[src/rtl/led_uart_tx_pkg.sv]
// led_uart_tx_pkg: shared UART state encodings and line levels for led_uart_tx.
package led_uart_tx_pkg;
  typedef enum logic [2:0] {
    UART_IDLE   = 3'd0,
    UART_START  = 3'd1,
    UART_DATA   = 3'd2,
    UART_PARITY = 3'd3,
    UART_STOP   = 3'd4
  } uartState_t;
  localparam logic UART_IDLE_LEVEL = 1'b1;
endpackage

[src/rtl/uart_baud_tick.sv]
// uart_baud_tick: free-running bit-period counter, restarted at each frame start.
module uart_baud_tick #(
  parameter int CLKS_PER_BIT = 434
) (
  input  logic Clock,
  input  logic Reset,
  input  logic iClear,
  output logic oTick
);
  localparam int W = $clog2(CLKS_PER_BIT);
  localparam logic [W-1:0] LAST = W'(CLKS_PER_BIT - 1);
  logic [W-1:0] count;
  assign oTick = count == LAST;
  always_ff @(posedge Clock)
    count <= (Reset || iClear || oTick) ? '0 : count + W'(1);
endmodule

[src/rtl/led_uart_tx.sv]
// led_uart_tx: sends the LED byte as one UART frame whenever it differs from the last byte sent.
// Define LED_UART_PARITY_EN for 8E1 frames; the default build is 8N1.
module led_uart_tx
  import led_uart_tx_pkg::*;
#(
  parameter int CLKS_PER_BIT = 434
) (
  input  logic       Clock,
  input  logic       Reset,
  input  logic [7:0] iData,
  output logic       oTx,
  output logic       oBusy
);
  uartState_t state;
  logic [7:0] shift, lastSent;
  logic [2:0] bitIdx;
  logic tick, start;
`ifdef LED_UART_PARITY_EN
  logic parity;
`endif
  // Change is only looked at in IDLE, so values seen mid-frame collapse to the latest one.
  assign start = state == UART_IDLE && iData != lastSent;
  uart_baud_tick #(.CLKS_PER_BIT(CLKS_PER_BIT)) baud (
    .Clock(Clock),
    .Reset(Reset),
    .iClear(start),
    .oTick(tick)
  );
  always_ff @(posedge Clock)
    if (Reset) begin
      state    <= UART_IDLE;
      oTx      <= UART_IDLE_LEVEL;
      oBusy    <= 1'b0;
      lastSent <= 8'h00;
      shift    <= 8'h00;
      bitIdx   <= 3'd0;
`ifdef LED_UART_PARITY_EN
      parity   <= 1'b0;
`endif
    end else
      case (state)
        UART_IDLE:
          if (start) begin
            shift    <= iData;
            lastSent <= iData;
            bitIdx   <= 3'd0;
            state    <= UART_START;
            oTx      <= 1'b0;
            oBusy    <= 1'b1;
`ifdef LED_UART_PARITY_EN
            parity   <= ^iData;
`endif
          end
        UART_START:
          if (tick) begin
            state <= UART_DATA;
            oTx   <= shift[0];
          end
        UART_DATA:
          if (tick) begin
            if (bitIdx == 3'd7) begin
`ifdef LED_UART_PARITY_EN
              state <= UART_PARITY;
              oTx   <= parity;
`else
              state <= UART_STOP;
              oTx   <= UART_IDLE_LEVEL;
`endif
            end else begin
              shift  <= shift >> 1;
              bitIdx <= bitIdx + 3'd1;
              oTx    <= shift[1];
            end
          end
`ifdef LED_UART_PARITY_EN
        UART_PARITY:
          if (tick) begin
            state <= UART_STOP;
            oTx   <= UART_IDLE_LEVEL;
          end
`endif
        UART_STOP:
          if (tick) begin
            state <= UART_IDLE;
            oBusy <= 1'b0;
          end
        default: begin
          state <= UART_IDLE;
          oTx   <= UART_IDLE_LEVEL;
          oBusy <= 1'b0;
        end
      endcase
endmodule

[config.mk]
export PLATFORM = sky130hd
export DESIGN_NAME = led_uart_tx
export DESIGN_NICKNAME = d
export VERILOG_FILES = /design/src/rtl/led_uart_tx_pkg.sv /design/src/rtl/uart_baud_tick.sv /design/src/rtl/led_uart_tx.sv
export SDC_FILE = /design/constraint.sdc
export NUM_CORES = 1
export LEC_CHECK = 0
export ABC_AREA = 1
export BUFFER_PORTS_ARGS = -buffer_cell sky130_fd_sc_hd__buf_2
export CAP_MARGIN = 5
export CORE_UTILIZATION = 59
export CTS_BUF_LIST = sky130_fd_sc_hd__clkbuf_8 sky130_fd_sc_hd__clkbuf_16
export DETAILED_ROUTE_END_ITERATION = 6
export PLACE_DENSITY_LB_ADDON = 0.08
export SYNTH_ARGS = -nofsm -noshare
export SYNTH_HDL_FRONTEND = slang
export SYNTH_HIERARCHICAL = 1
export SYNTH_SLANG_ARGS = --single-unit
[constraint.sdc]
create_clock -name Clock -period 2 [get_ports Clock]
set_input_delay 0.5 -clock Clock [delete_from_list [all_inputs] [get_ports Clock]]
set_output_delay 0.5 -clock Clock [all_outputs]
set_load 0.01 [all_outputs]
After elaboration in Yosys (flattened, before gate mapping)
Index checks and enable logic that the tools add are counted.
Word-level totals
  register bits after elaboration: 33
  logic and storage cells: 56
  output and inout bits: 2
  memories kept: 0
  bits of input ports: 10
  ROM bits: 0
  bits in latches: 0
  RAM bits: 0
Operators by class
  shift operators: 0
  multiplexer cells: 22
  reduce and logical (&&, ||, !) cells: 11
  multiply operators: 0
  order comparisons: 0
  add/sub/neg operators: 2
  equality and inequality tests: 12
  bitwise operators: 2
  div/mod/pow operators: 0
Operator list (count)
  $mux W3: 8
  $mux W8: 3
  $pmux W8 S2: 1
  $pmux W3 S4: 1
  $add A9 B1 Y9 const B: 1
  $eq A9 B9 Y1 const B: 1
  $ne A2 B1 Y1 const B: 4
  $ne A8 B8 Y1: 1
  $reduce_and A4 Y1: 2
  $eq A3 B3 Y1 const B: 2
  $mux W1: 6
  $pmux W3 S2: 1
  $reduce_and A5 Y1: 1
  $ne A2 B2 Y1 const B: 2
  $pmux W1 S4: 1
  $add A3 B1 Y3 const B: 1
  $eq A3 B1 Y1 const B: 1
  $eq A3 B2 Y1 const B: 1
  $logic_not A3 Y1: 1
  $pmux W1 S3: 1
  $reduce_and A3 Y1: 1
  $logic_or A1 B1 Y1: 2
  $not A1 Y1: 2
  $reduce_and A2 Y1: 1
  other kinds (3): 3

Depth between registers and ports, before layout
  depth after elaboration: 4
  depth in mapped cells: 14

Cells and area by module
Netlist, hierarchy kept.
Modules (own cells, without submodules)
  led_uart_tx: area each 1302.5 um^2, cells each 205, instances 1
  uart_baud_tick: area each 464.2 um^2, cells each 64, instances 1

Least setup slack after synthesis
Ideal clock, no wire load.
  path type: reg-to-reg
  from: register baud.count[0]
  to: register shift[0]
  stages on the path, launching flop included: 12
  data required time: 1887 ps
  setup slack: 401 ps
  clock period less this slack: 1599 ps
  data arrival time: 1486 ps
  cells stage by stage: dfxtp_1 ha_1 nand2_1 nor2_1 nand2_2 inv_1 inv_1 nand2_1 nand3_4 buf_6 nor2_1 nor2_1
Between the ends
  longest elaborated chain between the ends: 3
RTL lines
  start: declaration: line uart_baud_tick.sv:12  | logic [W-1:0] count;
  start signal: assignment: line uart_baud_tick.sv:15  | count <= (Reset || iClear || oTick) ? '0 : count + W'(1);
  $eq A9 B9 Y1: line uart_baud_tick.sv:13  | assign oTick = count == LAST;
  via tick: line led_uart_tx.sv:17  | logic tick, start;
  $ne A2 B1 Y1 (no source line)
  $reduce_and A4 Y1 (no source line)
  end signal: assignment: line led_uart_tx.sv:44  | shift <= iData;
  end signal: assignment: line led_uart_tx.sv:70  | shift <= shift >> 1;
  end: declaration: line led_uart_tx.sv:15  | logic [7:0] shift, lastSent;
The timed path passes the listed nets, and every way through them passes these cells.
A chain may end at the register's enable or synchronous reset.

Worst setup path after layout
  from: register baud.count[1]
  to: register shift[6]
Same word-level chain as after synthesis.

==> impl_metrics.py <==
metrics = {
    "sta": {
        "timing_max_transition_violations_final": 0,
        "setup_repair_after_global_routing_missed_its_margin": "no",
        "slew_headroom": 0.635,
        "setup-tns-final_ps": 0,
        "clock.fmax_ghz": 0.575,
        "tightestPinTransition_ps": 547,
        "setup_viol_count_final": 0,
        "timing.clock.skew_ps": 4.51,
        "hold_viol_final": 0,
        "timing.final.crit_share": 0.869,
        "fin_worst_hold_slack_ps": 448,
        "layout_min_cycle_time_ps": 1740,
    },
    "grt": {
        "grt_pass1_vias": 1435,
        "grt_pass1_wl_um": 6050,
        "grt_antenna_before_repair": 0,
        "grt_remaining_overflow": 0,
        "pin_count_of_the_biggest_net_entering_global_routing": 20,
        "grt_usage": 0.247,
    },
    "logic_synthesis": {
        "parity_gate_share_of_the_synthesized_area_counting_xor_and_xnor_cells": 0.0297,
        "synthSimpleGateAreaFrac": 0.357,
        "synthesis.yosys.warnings": 6,
        "postSynthRegisterBits": 33,
        "synthesis.instances": 269,
        "synth_compound_gate_area_share": 0.106,
        "proportion_of_synthesized_area_in_mux_cells": 0,
        "postSynthAreaPerCell_sq_um": 6.57,
        "post_synthesis_net_count": 283,
        "synth_largest_type_area_fraction": 0.374,
        "ys_seq_area_frac": 0.374,
        "synth.distinct_cells": 25,
        "ys_top_cells_by_area": "sky130_fd_sc_hd__dfxtp_1 (37%), sky130_fd_sc_hd__nand2_1 (17%), sky130_fd_sc_hd__nor2_1 (9.6%)",
        "synth_fa_ha_area_frac": 0.0283,
        "combinational_family_with_the_most_area_after_synthesis": "simple AND/OR/NAND/NOR gates",
        "post_synthesis_cell_area_sq_um": 1770,
        "synth_top_area_cell": "sky130_fd_sc_hd__dfxtp_1",
    },
    "detailed_routing": {
        "remaining_drc_errors": 2,
        "detailed_routing_iteration_count_for_the_pre_antenna_repair_pass": 6,
        "drt_wl_total_um": 3460,
        "via_count": 1603,
        "route.detailed.wl_per_inst_um": 10.9,
        "drt_iter0_markers": 77,
        "detail-route-antenna-nets": 0,
        "avgViaCountPerCell": 5.06,
    },
    "power": {
        "power_density_nw_per_um2": 1380,
        "pwr-share-comb": 0.459,
        "total_power_mw": 2.69,
        "swShare": 0.426,
        "pwr-share-clk": 0.170,
        "p_int_mw": 1.54,
        "highest_ir_drop_seen_on_vdd_mv": 0.769,
        "share_seq_of_total_power": 0.371,
        "leakage_power_of_the_design_nw": 0.910,
        "power_dissipated_by_switching_net_loads_mw": 1.14,
    },
    "cts": {
        "post-cts-setup-buffers": 0,
        "tritoncts.num_buffers": 5,
        "clock_sinks": 33,
        "tritoncts": "yes",
        "clock_latency_ps": 290,
        "cts_max_path_buffers": 2,
        "cts_htree_levels": 2,
        "clock_tree.root_cell": "sky130_fd_sc_hd__clkbuf_8",
        "worst_setup_hold_path_clk_slew_ps": 60,
    },
    "finish": {
        "layout.cells.most_common": "sky130_fd_sc_hd__nand2_1",
        "layout_common_cells": "sky130_fd_sc_hd__nand2_1 (78), sky130_fd_sc_hd__nor2_1 (45), sky130_fd_sc_hd__inv_1 (40)",
        "layout.core_utilization": 0.695,
        "num_antenna_cells": 0,
        "finish.cell_count_without_fillers": 317,
        "sequential_cell_area_sq_um": 662,
        "fillCellCount": 263,
        "flow.area_growth_from_synthesis_pct": 10.3,
        "multi_input_comb_area_sq_um": 932,
        "fraction_of_final_layout_cells_sized_beyond_drive_strength_1": 0.133,
        "fin_nets": 301,
    },
    "worst_setup_path": {
        "worstPathArrival_ps": 1920,
        "crit_start": "baud/count[1]",
        "highest_delay_cell_along_the_critical_path": "sky130_fd_sc_hd__dfxtp_1",
        "reg2reg_from": "baud/count[1]",
        "worst-endpoint-required_ps": 2180,
        "worst_path_largest_cell_delay_ps": 330,
        "critPathLaunchType": "register",
        "critical_path_sink_type": "register",
        "crit_path_max_fanout": 9,
        "crit_chain": "inv_1, ha_1, nand2_1, nor2_1, nand2_2, inv_1, inv_1, nand2_2, nand3_2, nor2_1, nor2_1",
        "worst-setup-path-type": "reg2reg",
    },
    "min_path": {
        "holdCritPathClass": "reg2reg",
        "worst_hold_startpoint": "baud/count[0]",
    },
    "floorplan": {
        "die_area_sq_um": 3220,
        "boundaryPins": 12,
        "core-area_sq_um": 2810,
        "initial_utilization": 0.630,
        "placement_rows": 19,
        "chipWidth_um": 56.7,
        "chipHeight_um": 56.7,
    },
    "run_status": {
        "status": "finished with violations",
        "violations": "DRC",
    },
    "placement": {
        "gp_routability_congestion": 0.875,
        "buffer_ports.inserted": 11,
        "post-place-cells": 310,
        "dpl.hpwl_um": 2440,
    },
    "flow_run": {
        "number_of_max_capacitance_violations_reported": 0,
    },
}
-- metal layers --
metal  global-route usage  wire length [um]  up-vias
met5                    0                 0        -
met4                0.104                69        0
met3               0.0760               138        9
met2                0.379              1510       33
met1                0.318              1740      697
li1                     -                 -      864
-- layout make-up --
cell class,instances,share of cell area
clock buffer,5,0.0353
clock inverter,1,0.00257
inverter,42,0.0809
multi-input combinational,190,0.478
sequential,33,0.340
tap,31,0.0199
timing repair buffer,15,0.0436
-- critical path: cells and delay by family (launching register included) --
kind,cells,cell delay [ps]
flip-flops,1,330
AND/OR/NAND/NOR,7,900
buffers and inverters,3,260
adder cells (fa/ha/maj),1,140
-- cells by family (layout without fill, tap and decap cells) --
family | Yosys count | in the layout
and+or+nand+nor | 147 | 148
buffers and inverters | 47 | 63
DFF | 33 | 33
AOI/OAI and AO/OA | 32 | 32
xor gates and xnor gates | 6 | 6
adders and majority gates | 4 | 4
-- through the flow --
| step | setup WS [ps] | area, sq um |
|---|---|---|
| final | 262 | 1950 |
| after global routing | 20.9 | 1950 |
| after CTS | 172 | 1940 |
| after detailed placement | 168 | 1860 |
| after global placement | 193 | 1860 |
| after floorplan | 401 | 1770 |
-- power groups by stage --
stage / Clock [mW] / Sequential (mW) / Combinational (mW)
floorplan: 0 / 0.992 / 0.980
global placement: 0 / 1.01 / 1.19
detailed placement: 0 / 1.01 / 1.20
CTS: 0.466 / 0.997 / 1.20
global route: 0.498 / 1.03 / 1.45
finish: 0.457 / 0.996 / 1.23
-- synth_stat cells --
master,n
sky130_fd_sc_hd__a21oi_1,8
sky130_fd_sc_hd__nand2_4,1
sky130_fd_sc_hd__nor2_1,45
sky130_fd_sc_hd__ha_1,4
sky130_fd_sc_hd__nand2_2,2
sky130_fd_sc_hd__nand3_1,8
sky130_fd_sc_hd__nand2_1,79
sky130_fd_sc_hd__inv_1,40
sky130_fd_sc_hd__o211ai_1,1
sky130_fd_sc_hd__inv_2,2
sky130_fd_sc_hd__nor2_2,1
sky130_fd_sc_hd__nand4_1,7
sky130_fd_sc_hd__o21ai_0,16
sky130_fd_sc_hd__xor2_1,1
sky130_fd_sc_hd__a21oi_2,5
sky130_fd_sc_hd__nand3_4,1
sky130_fd_sc_hd__nor3b_1,1
sky130_fd_sc_hd__buf_6,1
sky130_fd_sc_hd__buf_2,2
sky130_fd_sc_hd__nor3_4,1
sky130_fd_sc_hd__o21bai_1,2
sky130_fd_sc_hd__clkbuf_1,2
sky130_fd_sc_hd__dfxtp_1,33
sky130_fd_sc_hd__xnor2_1,5
sky130_fd_sc_hd__nand3_2,1
-- worst paths after layout --
| check | endpoint | slack, ps | cells after the start |
|---|---|---|---|
| min reg2reg | baud/count[0] | 450 | 1 |
| max reg2reg | shift[6] | 260 | 11 |
| max | shift[6] | 260 | 11 |
| min | baud/count[0] | 450 | 1 |
-- sequential cells by signal, summed over array words and instances, names as in the netlist --
| register | cells |
|---|---|
| oTx | 1 |
| bitIdx | 3 |
| oBusy | 1 |
| baud/count | 9 |
| shift | 8 |
| state | 3 |
| lastSent | 8 |
-- repair_timing --
action / CTS / global route
hold buffers: 0 / 0
resized for setup: 0 / 2
setup endpoints to repair: 0 / 11
Power figures use the tool's default switching activity.
